[src/rtl/sec_ecc_pkg.sv]
`default_nettype none
// +----------------------------------------------------------------------------+
// | Module      : sec_ecc_pkg                                                  |
// | Description : Shared types and helpers for the pipelined SEC/SECDED       |
// |               decoder: H-matrix column generator, size legality check,    |
// |               per-word status type. Macro SECDED_DED_EN adds the overall   |
// |               parity bit to the codeword.                                  |
// | Revision    : 1.0  initial release                                         |
// +----------------------------------------------------------------------------+
package sec_ecc_pkg;

`ifdef SECDED_DED_EN
  localparam int PAR_W = 1;
`else
  localparam int PAR_W = 0;
`endif

  typedef struct packed {
    logic ce;
    logic ue;
  } ecc_status_t;

  // Column of data bit j: the j-th value (ascending) with at least two bits set.
  function automatic int unsigned hcol(input int unsigned j, input int unsigned chk_w);
    int unsigned seen;
    int unsigned res;
    int unsigned val;
    seen = 0;
    res  = 0;
    for (val = 3; (val < (32'd1 << chk_w)) && (res == 0); val++) begin
      if ($countones(val) >= 2) begin
        if (seen == j) res = val;
        seen++;
      end
    end
    return res;
  endfunction

  // A Hamming code with chk_w check bits covers at most 2**chk_w-chk_w-1 data bits.
  function automatic bit dims_legal(input int data_w, input int chk_w);
    return (data_w >= 1) && (data_w <= ((2 ** chk_w) - chk_w - 1));
  endfunction

endpackage
`default_nettype wire

[src/rtl/sec_syndrome_gen.sv]
`default_nettype none
// +----------------------------------------------------------------------------+
// | Module      : sec_syndrome_gen                                             |
// | Description : Combinational Hamming syndrome of one codeword laid out as   |
// |               {data, chk, [par]}. With SECDED_DED_EN also produces the     |
// |               overall parity error pe.                                     |
// | Revision    : 1.0  initial release                                         |
// +----------------------------------------------------------------------------+
module sec_syndrome_gen
  import sec_ecc_pkg::*;
#(
  parameter int DATA_W = 128,
  parameter int CHK_W  = 8
) (
  input  logic [DATA_W+CHK_W+PAR_W-1:0] cw_i,
`ifdef SECDED_DED_EN
  output logic                          pe_o,
`endif
  output logic [CHK_W-1:0]              syn_o
);

  localparam int CW_W = DATA_W + CHK_W + PAR_W;

  logic [DATA_W-1:0] data;
  logic [CHK_W-1:0]  chk;
  logic [CHK_W-1:0]  contrib [DATA_W];

  assign data = cw_i[CW_W-1 -: DATA_W];
  assign chk  = cw_i[PAR_W +: CHK_W];

  // Each set data bit contributes its constant H column.
  for (genvar j = 0; j < DATA_W; j++) begin : g_col
    localparam logic [CHK_W-1:0] COL = CHK_W'(hcol(j, CHK_W));
    assign contrib[j] = data[j] ? COL : '0;
  end

  // Check bit k has column 1<<k, so the check field seeds the XOR tree directly.
  always_comb begin
    syn_o = chk;
    for (int j = 0; j < DATA_W; j++) begin
      syn_o = syn_o ^ contrib[j];
    end
  end

`ifdef SECDED_DED_EN
  assign pe_o = ^cw_i;
`endif

endmodule
`default_nettype wire

[src/rtl/sec_decoder_pipe.sv]
`default_nettype none
// +----------------------------------------------------------------------------+
// | Module      : sec_decoder_pipe                                             |
// | Description : Two-stage valid/ready SEC decoder with per-word status and   |
// |               saturating corrected/uncorrectable counters. Define          |
// |               SECDED_DED_EN for the extra overall-parity (DED) bit.        |
// | Revision    : 1.0  initial release                                         |
// +----------------------------------------------------------------------------+
module sec_decoder_pipe
  import sec_ecc_pkg::*;
#(
  parameter int DATA_W = 128,
  parameter int CHK_W  = 8,
  parameter int CNT_W  = 16
) (
  input  logic                          clk,
  input  logic                          rst,
  input  logic                          in_valid,
  output logic                          in_ready,
  input  logic [DATA_W+CHK_W+PAR_W-1:0] in_cw,
  output logic                          out_valid,
  input  logic                          out_ready,
  output logic [DATA_W-1:0]             out_data,
  output logic                          out_ce,
  output logic                          out_ue,
  output logic [CHK_W-1:0]              out_syndrome,
  input  logic                          cnt_clr,
  output logic [CNT_W-1:0]              ce_cnt,
  output logic [CNT_W-1:0]              ue_cnt
);

  localparam int CW_W = DATA_W + CHK_W + PAR_W;

  if (!dims_legal(DATA_W, CHK_W)) begin : g_dims_illegal
    $error("sec_decoder_pipe: DATA_W too large for CHK_W check bits");
  end

  logic [CHK_W-1:0]  syn_d;
  logic              s1_v_q;
  logic [DATA_W-1:0] s1_data_q;
  logic [CHK_W-1:0]  s1_syn_q;
  logic              s2_adv;
  logic              s1_adv;
  logic [DATA_W-1:0] data_hit;
  logic [CHK_W-1:0]  chk_hit;
  logic [DATA_W-1:0] data_d;
  ecc_status_t       status_d;
  logic              out_valid_q;
  logic [DATA_W-1:0] out_data_q;
  ecc_status_t       out_status_q;
  logic [CHK_W-1:0]  out_syn_q;
  logic [CNT_W-1:0]  ce_cnt_q, ce_cnt_d;
  logic [CNT_W-1:0]  ue_cnt_q, ue_cnt_d;

`ifdef SECDED_DED_EN
  logic pe_d;
  logic s1_pe_q;

  sec_syndrome_gen #(.DATA_W(DATA_W), .CHK_W(CHK_W)) u_syn (
    .cw_i  (in_cw),
    .pe_o  (pe_d),
    .syn_o (syn_d)
  );
`else
  sec_syndrome_gen #(.DATA_W(DATA_W), .CHK_W(CHK_W)) u_syn (
    .cw_i  (in_cw),
    .syn_o (syn_d)
  );
`endif

  assign s2_adv   = !out_valid_q || out_ready;
  assign s1_adv   = !s1_v_q || s2_adv;
  assign in_ready = s1_adv;

  // S1: capture data plus syndrome; the check bits live on only through the syndrome.
  always_ff @(posedge clk) begin
    if (rst) begin
      s1_v_q    <= 1'b0;
      s1_data_q <= '0;
      s1_syn_q  <= '0;
`ifdef SECDED_DED_EN
      s1_pe_q   <= 1'b0;
`endif
    end else if (s1_adv) begin
      s1_v_q    <= in_valid;
      s1_data_q <= in_cw[CW_W-1 -: DATA_W];
      s1_syn_q  <= syn_d;
`ifdef SECDED_DED_EN
      s1_pe_q   <= pe_d;
`endif
    end
  end

  // Comparator bank: one-hot hit vector over data columns and check columns.
  for (genvar j = 0; j < DATA_W; j++) begin : g_data_cmp
    localparam logic [CHK_W-1:0] COL = CHK_W'(hcol(j, CHK_W));
    assign data_hit[j] = (s1_syn_q == COL);
  end

  for (genvar k = 0; k < CHK_W; k++) begin : g_chk_cmp
    localparam logic [CHK_W-1:0] COL = CHK_W'(1) << k;
    assign chk_hit[k] = (s1_syn_q == COL);
  end

  // Decode: flip the matched data bit, otherwise pass raw data and flag the status.
  always_comb begin
    data_d   = s1_data_q;
    status_d = '0;
`ifdef SECDED_DED_EN
    if (s1_syn_q == '0) begin
      status_d.ce = s1_pe_q;
    end else if (s1_pe_q && ((|data_hit) || (|chk_hit))) begin
      data_d      = s1_data_q ^ data_hit;
      status_d.ce = 1'b1;
    end else begin
      status_d.ue = 1'b1;
    end
`else
    if (s1_syn_q != '0) begin
      if ((|data_hit) || (|chk_hit)) begin
        data_d      = s1_data_q ^ data_hit;
        status_d.ce = 1'b1;
      end else begin
        status_d.ue = 1'b1;
      end
    end
`endif
  end

  // S2: output register, frozen while the consumer stalls.
  always_ff @(posedge clk) begin
    if (rst) begin
      out_valid_q  <= 1'b0;
      out_data_q   <= '0;
      out_status_q <= '0;
      out_syn_q    <= '0;
    end else if (s2_adv) begin
      out_valid_q <= s1_v_q;
      if (s1_v_q) begin
        out_data_q   <= data_d;
        out_status_q <= status_d;
        out_syn_q    <= s1_syn_q;
      end
    end
  end

  // Counters count completed transfers only, stick at all-ones, clear wins.
  always_comb begin
    ce_cnt_d = ce_cnt_q;
    ue_cnt_d = ue_cnt_q;
    if (cnt_clr) begin
      ce_cnt_d = '0;
      ue_cnt_d = '0;
    end else if (out_valid_q && out_ready) begin
      if (out_status_q.ce && (ce_cnt_q != '1)) ce_cnt_d = ce_cnt_q + CNT_W'(1);
      if (out_status_q.ue && (ue_cnt_q != '1)) ue_cnt_d = ue_cnt_q + CNT_W'(1);
    end
  end

  // Counter registers.
  always_ff @(posedge clk) begin
    if (rst) begin
      ce_cnt_q <= '0;
      ue_cnt_q <= '0;
    end else begin
      ce_cnt_q <= ce_cnt_d;
      ue_cnt_q <= ue_cnt_d;
    end
  end

  assign out_valid    = out_valid_q;
  assign out_data     = out_data_q;
  assign out_ce       = out_status_q.ce;
  assign out_ue       = out_status_q.ue;
  assign out_syndrome = out_syn_q;
  assign ce_cnt       = ce_cnt_q;
  assign ue_cnt       = ue_cnt_q;

endmodule
`default_nettype wire

[config.mk]
export PLATFORM = sky130hd
export DESIGN_NAME = sec_decoder_pipe
export DESIGN_NICKNAME = d
export VERILOG_FILES = /design/src/rtl/sec_ecc_pkg.sv /design/src/rtl/sec_syndrome_gen.sv /design/src/rtl/sec_decoder_pipe.sv
export SDC_FILE = /design/constraint.sdc
export NUM_CORES = 1
export LEC_CHECK = 0
export BUFFER_PORTS_ARGS = -buffer_cell sky130_fd_sc_hd__buf_2
export CORE_ASPECT_RATIO = 0.6
export CORE_MARGIN = 4
export CORE_UTILIZATION = 45
export CTS_BUF_LIST = sky130_fd_sc_hd__clkbuf_16
export DETAILED_ROUTE_END_ITERATION = 6
export HOLD_SLACK_MARGIN = 0.02
export PLACE_DENSITY = 0.74
export SLEW_MARGIN = 5
export SYNTH_ARGS = -nofsm -noshare
export SYNTH_HDL_FRONTEND = slang
export SYNTH_SLANG_ARGS = --single-unit
[constraint.sdc]
create_clock -name clk -period 3.3 [get_ports clk]
set_clock_uncertainty 0.2 [all_clocks]
set_input_delay 0.165 -clock clk [delete_from_list [all_inputs] [get_ports clk]]
set_output_delay 0.165 -clock clk [all_outputs]
set_load 0.005 [all_outputs]
**Word-level counts from Yosys, hierarchy flattened**

Cells that the tools add are included.

- Logic and storage cells: 427
- Input bits: 141
- Output and inout port bits: 172
- Register bits: 308

- Add/sub/neg operators: 2
- Mux-type cells: 133
- Bitwise logic cells: 129
- Reductions and logical operators: 15
- Equal/unequal tests: 138

Operators with widths:

| cell | count |
|---|---|
| $xor A8 B8 Y8 | 128 |
| $eq A8 B7 Y1 const B | 64 |
| $mux W7 | 63 |
| $eq A8 B6 Y1 const B | 32 |
| $mux W128 | 2 |
| $mux W6 | 31 |
| $eq A8 B5 Y1 const B | 16 |
| $reduce_or A128 Y1 | 1 |
| $xor A128 B128 Y128 | 1 |
| $mux W5 | 15 |
| $eq A8 B8 Y1 const B | 9 |
| $eq A8 B4 Y1 const B | 8 |
| $mux W8 | 8 |
| $add A16 B1 Y16 const B | 2 |
| $eq A8 B3 Y1 const B | 4 |
| $ne A16 B16 Y1 const B | 2 |
| $mux W4 | 7 |
| $eq A8 B2 Y1 const B | 2 |
| $mux W3 | 3 |
| $eq A8 B1 Y1 const B | 1 |
| $reduce_bool A8 Y1 | 1 |
| $reduce_or A8 Y1 | 1 |
| $reduce_and A2 Y1 | 3 |
| $mux W2 | 2 |
| 5 further kinds | 11 |

**Longest topological paths before layout**

Gate-level depths: netlist of the first run.

- Depth after elaboration: 129
- Gate-level depth with buffers: 9
- Mapped depth without buffers: 7

**Modules after synthesis**

From an unflattened synthesis of the first run, not the netlist that was laid out.

- Cells, all modules: 1910
- Area total of the unflattened synthesis: 16119.2 µm²

Modules (own cells, without submodules):

| module | area an instance (µm²) | instances | cells an instance | sequential area each (µm²) |
|---|---|---|---|---|
| sec_decoder_pipe | 13551.7 | 1 | 1689 | 6165.9 |
| sec_syndrome_gen | 2567.5 | 1 | 221 | 0.0 |

**Worst setup path before layout of the first run**

Ideal clock, no wire load.

- Kind: input port to flip-flop
- Start: input in_cw[25]
- End: register s1_syn_q[0]
- Stages: 6
- Data arrival time: 2136 ps
- Setup slack: 885 ps
- Data required time: 3021 ps
- Path buffers: 0
- Library setup time: 79 ps
- Path through: xnor2_1 xnor3_2 xnor3_1 xnor3_1 xnor3_1 a211oi_2

- Cells in the longest elaborated chain, start to end: 112

RTL lines:

| element | line | RTL |
|---|---|---|
| start: declaration | sec_decoder_pipe.sv:20 | `input logic [DATA_W+CHK_W+PAR_W-1:0] in_cw,` |
| $mux W5 | sec_syndrome_gen.sv:34 | `assign contrib[j] = data[j] ? COL : '0;` |
| $xor A8 B8 Y8 (111 in series) | sec_syndrome_gen.sv:41 | `syn_o = syn_o ^ contrib[j];` |
| end signal: assignment | sec_decoder_pipe.sv:87 | `s1_syn_q <= syn_d;` |
| end: declaration | sec_decoder_pipe.sv:41 | `logic [CHK_W-1:0] s1_syn_q;` |

Every way passes these cells.
A chain may end at the register's enable or synchronous reset.

**Final worst setup path of the first run**

Same ends and word-level chain as after synthesis.

==> run metrics, run 1 <==
Core ar.=0.03293 mm^2; outcome=finished, final reports clean; fin cells=2710; endpoint type of the worst setup path=flop; DIE HEIGHT=150.6 um; cells after synthesis=1816; die area=0.03699 mm^2; CTS tree=yes; Yosys top cell by area=dfxtp_1; top post-synthesis cells by area=dfxtp_1, nand2_1, xnor2_1; Pre-antenna DRT Iters=6; IO Pins=313; worst vdd ir=0.0005361 V; class of the worst hold path=primary input to flop; Syn. warnings=0; Max Slew Vio Count=0; initial antenna violation count=1; Nets=2380; critical path's top delay family=XOR/XNOR gates; gr usage total=30.49%; CTS Root Cell=clkbuf_16; htree depth=1; # setup viols final=0; drt wl/cell=21.67 um; Via density=5.551; total number of vias=15040; Longest Clk Path Bufs=3; Post-Syn Area=0.01525 mm^2; Power Density=574.7 mW/mm^2; sequence of cells on the critical path=dlygate4sd3_1, buf_2, xnor2_1, xnor3_2, xnor3_1, xnor3_1, xnor3_1, a211oi_2; critical path's slowest cell=dlygate4sd3_1; Final HPWL DP=41490 um; area grow syn2layout=30.45%; MaxCap Viol Count=0; final hold viol count=0; Yosys cell types=42; setup repair after global routing missed its margin=no; Pleak=8.296 nW; worst-path maximum fanout=2; period utilisation layout=88.66%; CP arrival=3.20 ns; gr ovfl total=0; RePlAce Congestion=0.9784; drt initial violations=1539; PortBufs=312; Worst Tran Pin Value=1.214 ns; Achievable Freq=341.8 MHz; vias in the first global route=14080; CTS Buf Count=29; setup TNS=0 ns; post-synthesis sequential area ratio=40.44%; Req. time, crit path=3.58 ns; post-CTS setup buffers=0; Worst setup SP type=primary input; # DRC=0; CP dominant cell by count=xnor3_1; post-synthesis register bit count=308; share of layout cells above drive strength 1=17.53%; Final ANT Viol Nets=0; Die X=245.6 um; CTS sink count=308; largest net degree at the start of global routing=167; Routed WL=58730 um; total number of placement rows=51; Slew headroom=18.45%; Crit Path Category=primary input to flop; Util after Layout=60.41%; Tmin final=2.926 ns; Placed Instances=2488; syn_area_per_cell=8.397 um^2; clk slew on worst S/H paths=0.07 ns; crit-path max cell delay=0.55 ns; Yosys top cell area share=40.44%; initial core utilization=46.31%; CP Buf/Inv Count=2; first-pass GRT wire length=86130 um; syn_nets=1959; Worst-Skew Late Latency=0.56 ns
==> repair_timing <==
action / in CTS / in global routing
endpoints found under the hold margin: 130 / 0
hold buffers: 168 / 0
resized for setup: 0 / 0
setup endpoints to repair: 0 / 0
==> logic make-up after synthesis <==
kind of cell / count (synthesis) / share of synthesized area (%)
buffers and inverters: 130 / 3.200
AOI/OAI and AO/OA: 343 / 14.12
xor gates and xnor gates: 333 / 22.75
adders and majority gates: 2 / 0.1641
muxes: 2 / 0.1313
and+or+nand+nor: 698 / 19.19
DFF: 308 / 40.44
==> final timing paths <==
kind | start | endpoint | slack (ns) | depth (start not counted)
worst min-delay path | rst | out_data[46]$_SDFFE_PP0P_ | 0.02 | 2
worst min register to register | s1_data_q[119]$_SDFFE_PP0P_ | s1_data_q[119]$_SDFFE_PP0P_ | 0.26 | 2
worst max-delay path | in_cw[25] | s1_syn_q[0]$_SDFFE_PP0P_ | 0.37 | 8
worst max register to register | s1_syn_q[6]$_SDFFE_PP0P_ | out_data[64]$_SDFFE_PP0P_ | 0.42 | 5
==> cell type report <==
type	count	area, um^2
diodes	1	2.502
clock buffers	29	725.7
clock inverters	24	200.2
fillers	2812	13040
inverters	5	21.27
multi-input cells	1378	8611
flip-flops and latches	308	6166
well taps	450	563.0
repair buffers	515	3602
==> routing by layer <==
layer | up-vias | track usage [%] | routed length, um
met5 | - | 0 | 0
met4 | 0 | 8.699 | 1848
met3 | 137 | 6.123 | 6022
met2 | 837 | 45.98 | 25270
met1 | 7130 | 44.43 | 25600
li1 | 6939 | - | -
==> state kept, by name, indices dropped and copies added, names as in the netlist, 8 cells and up <==
signal,flops
ce_cnt,16
s1_syn_q,8
ue_cnt,16
out_data,128
s1_data_q,128
out_syndrome,8
==> cells in the final DEF, fill, tap and decap left out, types with 8 or more instances in the layout <==
cell           count
o21ai_0           47
nand4_1           12
xnor2_1          157
a21oi_1          148
a211oi_1          96
nand3_1           13
dfxtp_1          308
inv_1              8
or3_1             46
xnor3_1           38
xor2_1           136
nor2_1           176
dlygate4sd3_1    168
and3_1             8
buf_4             28
nor3_1            14
buf_2            311
clkbuf_16         29
a311oi_1          41
clkinv_1          12
nand2_1          393
==> Yosys cell counts, drive strengths merged <==
cell	count
a2111o	1
a211oi	97
a21o	1
a21oi	148
a221oi	1
a311oi	41
a31oi	2
a32o	1
and2	5
and3	8
and4	2
buf	12
clkbuf	113
dfxtp	308
ha	2
inv	5
mux2i	2
nand2	393
nand2b	7
nand3	13
nand4	12
nor2	176
nor2b	6
nor3	14
nor3b	3
nor4	3
nor4b	3
o2111a	1
o211ai	1
o21ai	47
o31a	1
o31ai	1
or2	6
or3	46
or4	1
xnor2	157
xnor3	39
xor2	136
xor3	1
==> where the power goes <==
| part | leakage, nW | internal (mW) | switching, mW |
|---|---|---|---|
| clock | 0.470 | 1.90 | 1.48 |
| sequential | 2.54 | 3.98 | 0.326 |
| combinational | 5.28 | 1.86 | 1.88 |
| total | 8.30 | 7.74 | 3.69 |
==> metrics by stage <==
stage	area [um^2]	hold WS [ns]	setup slack (ns)	power, mW
2_1_floorplan	15250	0.08567	0.8847	6.677
3_3_place_gp	17280	0.2319	0.4543	7.832
3_5_place_dp	17280	0.2162	0.3947	7.861
4_1_cts	19890	0.02272	0.4410	11.36
5_1_grt	19890	0.06574	0.2510	11.84
6_report	19890	0.02286	0.3742	11.43
(Power assumes the default switching activity.)
==> run 2: changes to the inputs <==
--- a/config.mk
+++ b/config.mk
@@ -9,7 +9,6 @@
 export CORE_ASPECT_RATIO = 0.6
 export CORE_MARGIN = 4
 export CORE_UTILIZATION = 45
-export CTS_BUF_LIST = sky130_fd_sc_hd__clkbuf_16
 export DETAILED_ROUTE_END_ITERATION = 6
 export HOLD_SLACK_MARGIN = 0.02
 export PLACE_DENSITY = 0.74
==> run 2 against run 1 <==
Utilization up 0.33 points. First-iteration DRC count is 0.58% lower. Global-route usage hardly changed. Via count fell by 0.27%. Register-to-register slack worse by 0.04 ns. Sequential share of layout area down 0.17 points. Maximum frequency hardly changed. Largest cell class unchanged. Largest power group unchanged.
==> run metrics, run 2 (same netlist as run 1, synthesis figures left out) <==
drt wl/cell=21.65 um; Longest Clk Path Bufs=3; crit path from=s1_syn_q[6]$_SDFFE_PP0P_; clk slew on worst S/H paths=0.07 ns; Tmin final=2.924 ns; register area=0.006166 mm^2; Util after Layout=60.75%; setup repair after global routing missed its margin=no; Pleak=8.335 nW; post-CTS setup buffers=0; CP arrival=3.19 ns; gr usage total=30.46%; drt initial violations=1530; Worst setup SP type=flop; area of the multi-input gates=0.008611 mm^2; largest net degree at the start of global routing=167; R2R Path Start=s1_syn_q[6]$_SDFFE_PP0P_; Worst-Skew Late Latency=0.57 ns; Reg2Reg Depth=5; Power Density=586.2 mW/mm^2; Achievable Freq=342.0 MHz; outcome=finished, final reports clean; first-pass GRT wire length=86320 um; total number of vias=15000; endpoint type of the worst setup path=flop; Via density=5.532; initial core utilization=46.31%; gr ovfl total=0; CTS tree=yes; Req. time, crit path=3.56 ns; Routed WL=58720 um; # setup viols final=0; die area=0.03699 mm^2; Core ar.=0.03293 mm^2; class of the worst hold path=primary input to flop; CTS Buf Count=29; CTS Root Cell=clkbuf_16; MaxCap Viol Count=0; setup TNS=0 ns; worst setup path end=out_data[62]$_SDFFE_PP0P_; area grow syn2layout=31.17%; Crit Path Category=flop to flop; share of layout cells above drive strength 1=18.08%; Hold Path Stages=2; final hold viol count=0; PostCTS Resize Cnt=0; fill count=2789; most frequent cells in the layout=nand2_1, buf_2, dfxtp_1; period utilisation layout=88.61%; IO Pins=313; worst-path maximum fanout=20; Nets=2378; CTS sink count=308; total number of placement rows=51; vias in the first global route=14130; reg2reg end=out_data[62]$_SDFFE_PP0P_; Reg2Reg Setup Slack=0.38 ns; DIE HEIGHT=150.6 um; PortBufs=312; commonest non-fill, non-tap cell in the layout=nand2_1; Die X=245.6 um; Pre-antenna DRT Iters=5; worst vdd ir=0.0005372 V; initial antenna violation count=2; Slew headroom=18.87%; # DRC=0; RePlAce Congestion=0.9784; htree depth=1; Final ANT Viol Nets=0; Max Slew Vio Count=0; Worst Tran Pin Value=1.208 ns; Final HPWL DP=41490 um
## run 2: cell count changes in the layout (fill, tap and decap cells not counted)
cell	before	now
clkbuf_1	0	4
diode_2	1	5
clkinv_1	12	0
dlygate4sd3_1	168	166
inv_1	8	4
clkbuf_8	1	13
## run 2: worst max-delay path, stage by stage (launching register included)
cell and delay, ns:
dfxtp_1 0.80, nor4b_1 0.96, buf_4 0.34, nand2_1 0.08, xor2_1 0.16, a211oi_1 0.27
## run 2: metrics by stage
step / hold slack (ns) / setup WS, ns / total power, mW / instance area [um^2] / instances
final: 0.01384 / 0.3760 / 11.72 / 20000 / 2712
after global routing: 0.05356 / 0.2518 / 12.13 / 19990 / 2709
after CTS: 0.02092 / 0.4391 / 11.66 / 19990 / 2707
after detailed placement: 0.2162 / 0.3947 / 7.861 / 17280 / 2488
after global placement: 0.2319 / 0.4543 / 7.832 / 17280 / 2488
after floorplan: 0.08567 / 0.8847 / 6.677 / 15250 / 1816
## run 2: worst min-delay path by stage
stage,from,slack [ns],endpoint
6_report,rst,0.01,s1_data_q[106]$_SDFFE_PP0P_
4_1_cts,rst,0.02,s1_data_q[106]$_SDFFE_PP0P_
5_1_grt,rst,0.05,s1_data_q[106]$_SDFFE_PP0P_
3_3_place_gp,in_cw[57],0.23,s1_data_q[49]$_SDFFE_PP0P_
3_5_place_dp,in_valid,0.22,s1_v_q$_SDFFE_PP0P_
2_1_floorplan,in_valid,0.09,s1_v_q$_SDFFE_PP0P_
## run 2: final cells by class
class	instances	area share [%]
tap	450	2.815
multi-input combinational	1378	43.05
timing repair buffer	513	17.91
sequential	308	30.83
inverter	5	0.1063
clock inverter	8	0.7006
clock buffer	45	4.529
antenna	5	0.06255
## run 2: where the power goes
| group | internal (mW) | total (mW) | switching (mW) |
|---|---|---|---|
| combinational | 1.86 | 3.74 | 1.88 |
| clock | 2.19 | 3.68 | 1.49 |
| sequential | 3.98 | 4.31 | 0.323 |
| total | 8.03 | 11.7 | 3.69 |
## run 2: layer usage
metal | track usage [%] | vias to the layer above | share of wire, %
li1 | - | 6941 | -
met1 | 44.70 | 7140 | 44
met2 | 45.40 | 793 | 43
met3 | 5.874 | 128 | 9.8
met4 | 9.323 | 0 | 3.2
met5 | 0 | - | 0
## run 2: repair_timing
item | in CTS | in global routing
endpoints found under the hold margin | 130 | 0
hold buffers | 166 | 0
setup endpoints to repair | 0 | 0
==> run 3: changes to the inputs <==
--- a/config.mk
+++ b/config.mk
@@ -6,9 +6,11 @@
 export NUM_CORES = 1
 export LEC_CHECK = 0
 export BUFFER_PORTS_ARGS = -buffer_cell sky130_fd_sc_hd__buf_2
+export CAP_MARGIN = 20
 export CORE_ASPECT_RATIO = 0.6
 export CORE_MARGIN = 4
 export CORE_UTILIZATION = 45
+export CTS_BUF_LIST = sky130_fd_sc_hd__clkbuf_8
 export DETAILED_ROUTE_END_ITERATION = 6
 export HOLD_SLACK_MARGIN = 0.02
 export PLACE_DENSITY = 0.74
==> run 3 against run 2 <==
First-iteration DRC count is 5.0% higher. Critical path type unchanged. Via count grew 1.3%. Cell area up 0.12%. Wire length grew 1.4%. Largest power group unchanged. Combinational power is essentially flat. Count of clock-buffer cells in the layout rose by 15. Maximum frequency is 0.86% higher. Worst setup slack gained 0.025 ns. Global-route usage is 0.51 points higher. Sequential power hardly changed. Non-clock buffer count is 8 higher. Clock power decreased by 8.2%.
==> run metrics, run 3 (same netlist as run 1, synthesis figures left out) <==
Final Hold Slack=0.08707 ns; Reg2Reg Depth=5; PortBufs=312; Slew headroom=25.72%; Hold Crit Start=cnt_clr; Cell Area, Placed=0.01729 mm^2; commonest non-fill, non-tap cell in the layout=nand2_1; Placed Instances=2489; Achievable Freq=345.0 MHz; critical path's slowest cell=nor4b_1; vias in the first global route=14460; Req. time, crit path=3.58 ns; # setup viols final=0; gr usage total=30.97%; htree depth=2; Die X=245.6 um; CP Buf/Inv Count=1; Power Density=571.9 mW/mm^2; CP Depth=5; die area=0.03699 mm^2; Worst Tran Pin Value=1.099 ns; Pwr Total=11.45 mW; Tmin final=2.899 ns; Hold Path Stages=3; Crit Path Category=flop to flop; setup TNS=0 ns; area grow syn2layout=31.33%; Core ar.=0.03293 mm^2; Final ANT Viol Nets=0; RePlAce Congestion=0.9784; first-pass GRT wire length=87310 um; R2R Path Start=s1_syn_q[6]$_SDFFE_PP0P_; CTS Buf Count=48; most frequent cells in the layout=nand2_1, buf_2, dfxtp_1; DRT met1 WL=26080 um; drt initial violations=1607; Final HPWL DP=41560 um; Worst-Skew Late Latency=0.60 ns; period utilisation layout=87.85%; met3 wire length=5726 um; MaxCap Viol Count=0; CTS tree=yes; # DRC=0; DIE HEIGHT=150.6 um; clk slew on worst S/H paths=0.07 ns; Longest Clk Path Bufs=3; Max Slew Vio Count=0; Worst setup SP type=flop; final hold viol count=0; PostCTS Resize Cnt=0; Reg2Reg Setup Slack=0.40 ns; share of layout cells above drive strength 1=18.91%; Pleak=8.402 nW; initial core utilization=46.31%; Pre-antenna DRT Iters=5; Max Used Layer=met4; setup repair after global routing missed its margin=no; crit-path max cell delay=0.96 ns; cell area after layout=0.02003 mm^2; class of the worst hold path=primary input to flop; outcome=finished, final reports clean; reg2reg end=out_data[62]$_SDFFE_PP0P_; fill count=2841; drt wl/cell=21.65 um; Nets=2405; Via density=5.527; largest net degree at the start of global routing=167; Hold EP=ue_cnt[11]$_SDFFE_PP0P_; initial antenna violation count=2; gr ovfl total=0; post-CTS setup buffers=0; CTS Root Cell=clkbuf_8; fin cells=2750; critical path's top delay family=simple AND/OR/NAND/NOR gates; sequence of cells on the critical path=nor4b_1, buf_4, nand2_1, xor2_1, a211oi_1; Routed WL=59530 um; total number of placement rows=51; CP arrival=3.17 ns; IO Pins=313; endpoint type of the worst setup path=flop; worst-path maximum fanout=20; met2 wire len=25770 um; total number of vias=15200; CTS sink count=308; worst vdd ir=0.0003072 V
-- run 3: changes by cell type in the layout (fill, tap and decap cells not counted), moves of 2 or more --
cell / delta
clkbuf_8: +48
clkinv_2: +3
dlygate4sd3_1: +7
clkbuf_16: -29
clkbuf_1: -4
inv_1: +9
bufinv_16: -2
clkinvlp_4: +3
-- run 3: through the flow --
| stage | setup WS (ns) | util [%] |
|---|---|---|
| global placement | 0.4543 | 52.49 |
| floorplan | 0.8847 | - |
| detailed placement | 0.3921 | 52.50 |
| CTS | 0.4424 | 60.78 |
| global route | 0.2842 | 60.80 |
| finish | 0.4011 | 60.82 |
-- run 3: where the power goes --
group | internal [mW] | switching, mW | total (mW) | leakage [nW]
Clock | 1.80 | 1.58 | 3.38 | 0.544
Sequential | 3.99 | 0.325 | 4.31 | 2.54
Combinational | 1.87 | 1.89 | 3.76 | 5.32
Total | 7.65 | 3.80 | 11.5 | 8.40
-- run 3: area by class of cell --
type / count / area (um^2) / area share, %
inverter: 5 / 21.27 / 0.1062
sequential: 308 / 6166 / 30.79
clock inverter: 23 / 168.9 / 0.8435
timing repair buffer: 521 / 3657 / 18.26
clock buffer: 60 / 825.8 / 4.124
multi-input combinational: 1378 / 8611 / 43.00
antenna: 5 / 12.51 / 0.06248
tap: 450 / 563.0 / 2.812
-- run 3: worst max path at each step --
stage	start	endpoint	slack, ns
2_1_floorplan	in_cw[25]	s1_syn_q[0]$_SDFFE_PP0P_	0.88
3_3_place_gp	in_cw[25]	s1_syn_q[0]$_SDFFE_PP0P_	0.45
3_5_place_dp	in_cw[25]	s1_syn_q[0]$_SDFFE_PP0P_	0.39
4_1_cts	s1_syn_q[6]$_SDFFE_PP0P_	out_data[62]$_SDFFE_PP0P_	0.44
5_1_grt	s1_syn_q[6]$_SDFFE_PP0P_	out_data[65]$_SDFFE_PP0P_	0.28
6_report	s1_syn_q[6]$_SDFFE_PP0P_	out_data[62]$_SDFFE_PP0P_	0.40
-- run 3: timing repair --
item,CTS,global route
hold buffers,173,0
hold endpoints to repair,162,0
endpoints found under the setup margin,0,0
-- run 3: routing by layer --
metal | vias up | track usage, %
met5 | - | 0
met3 | 145 | 6.497
met2 | 774 | 47.02
met4 | 0 | 10.12
li1 | 6997 | -
met1 | 7283 | 44.19
-- run 3: worst register-to-register path: cells and delay by family, from the launching register on --
kind                   cells  cell delay [ns]
AO/OA/AOI/OAI              1             0.25
XOR/XNOR                   1             0.16
flip-flops                 1             0.78
buffers and inverters      1             0.34
AND/OR/NAND/NOR            2             1.05
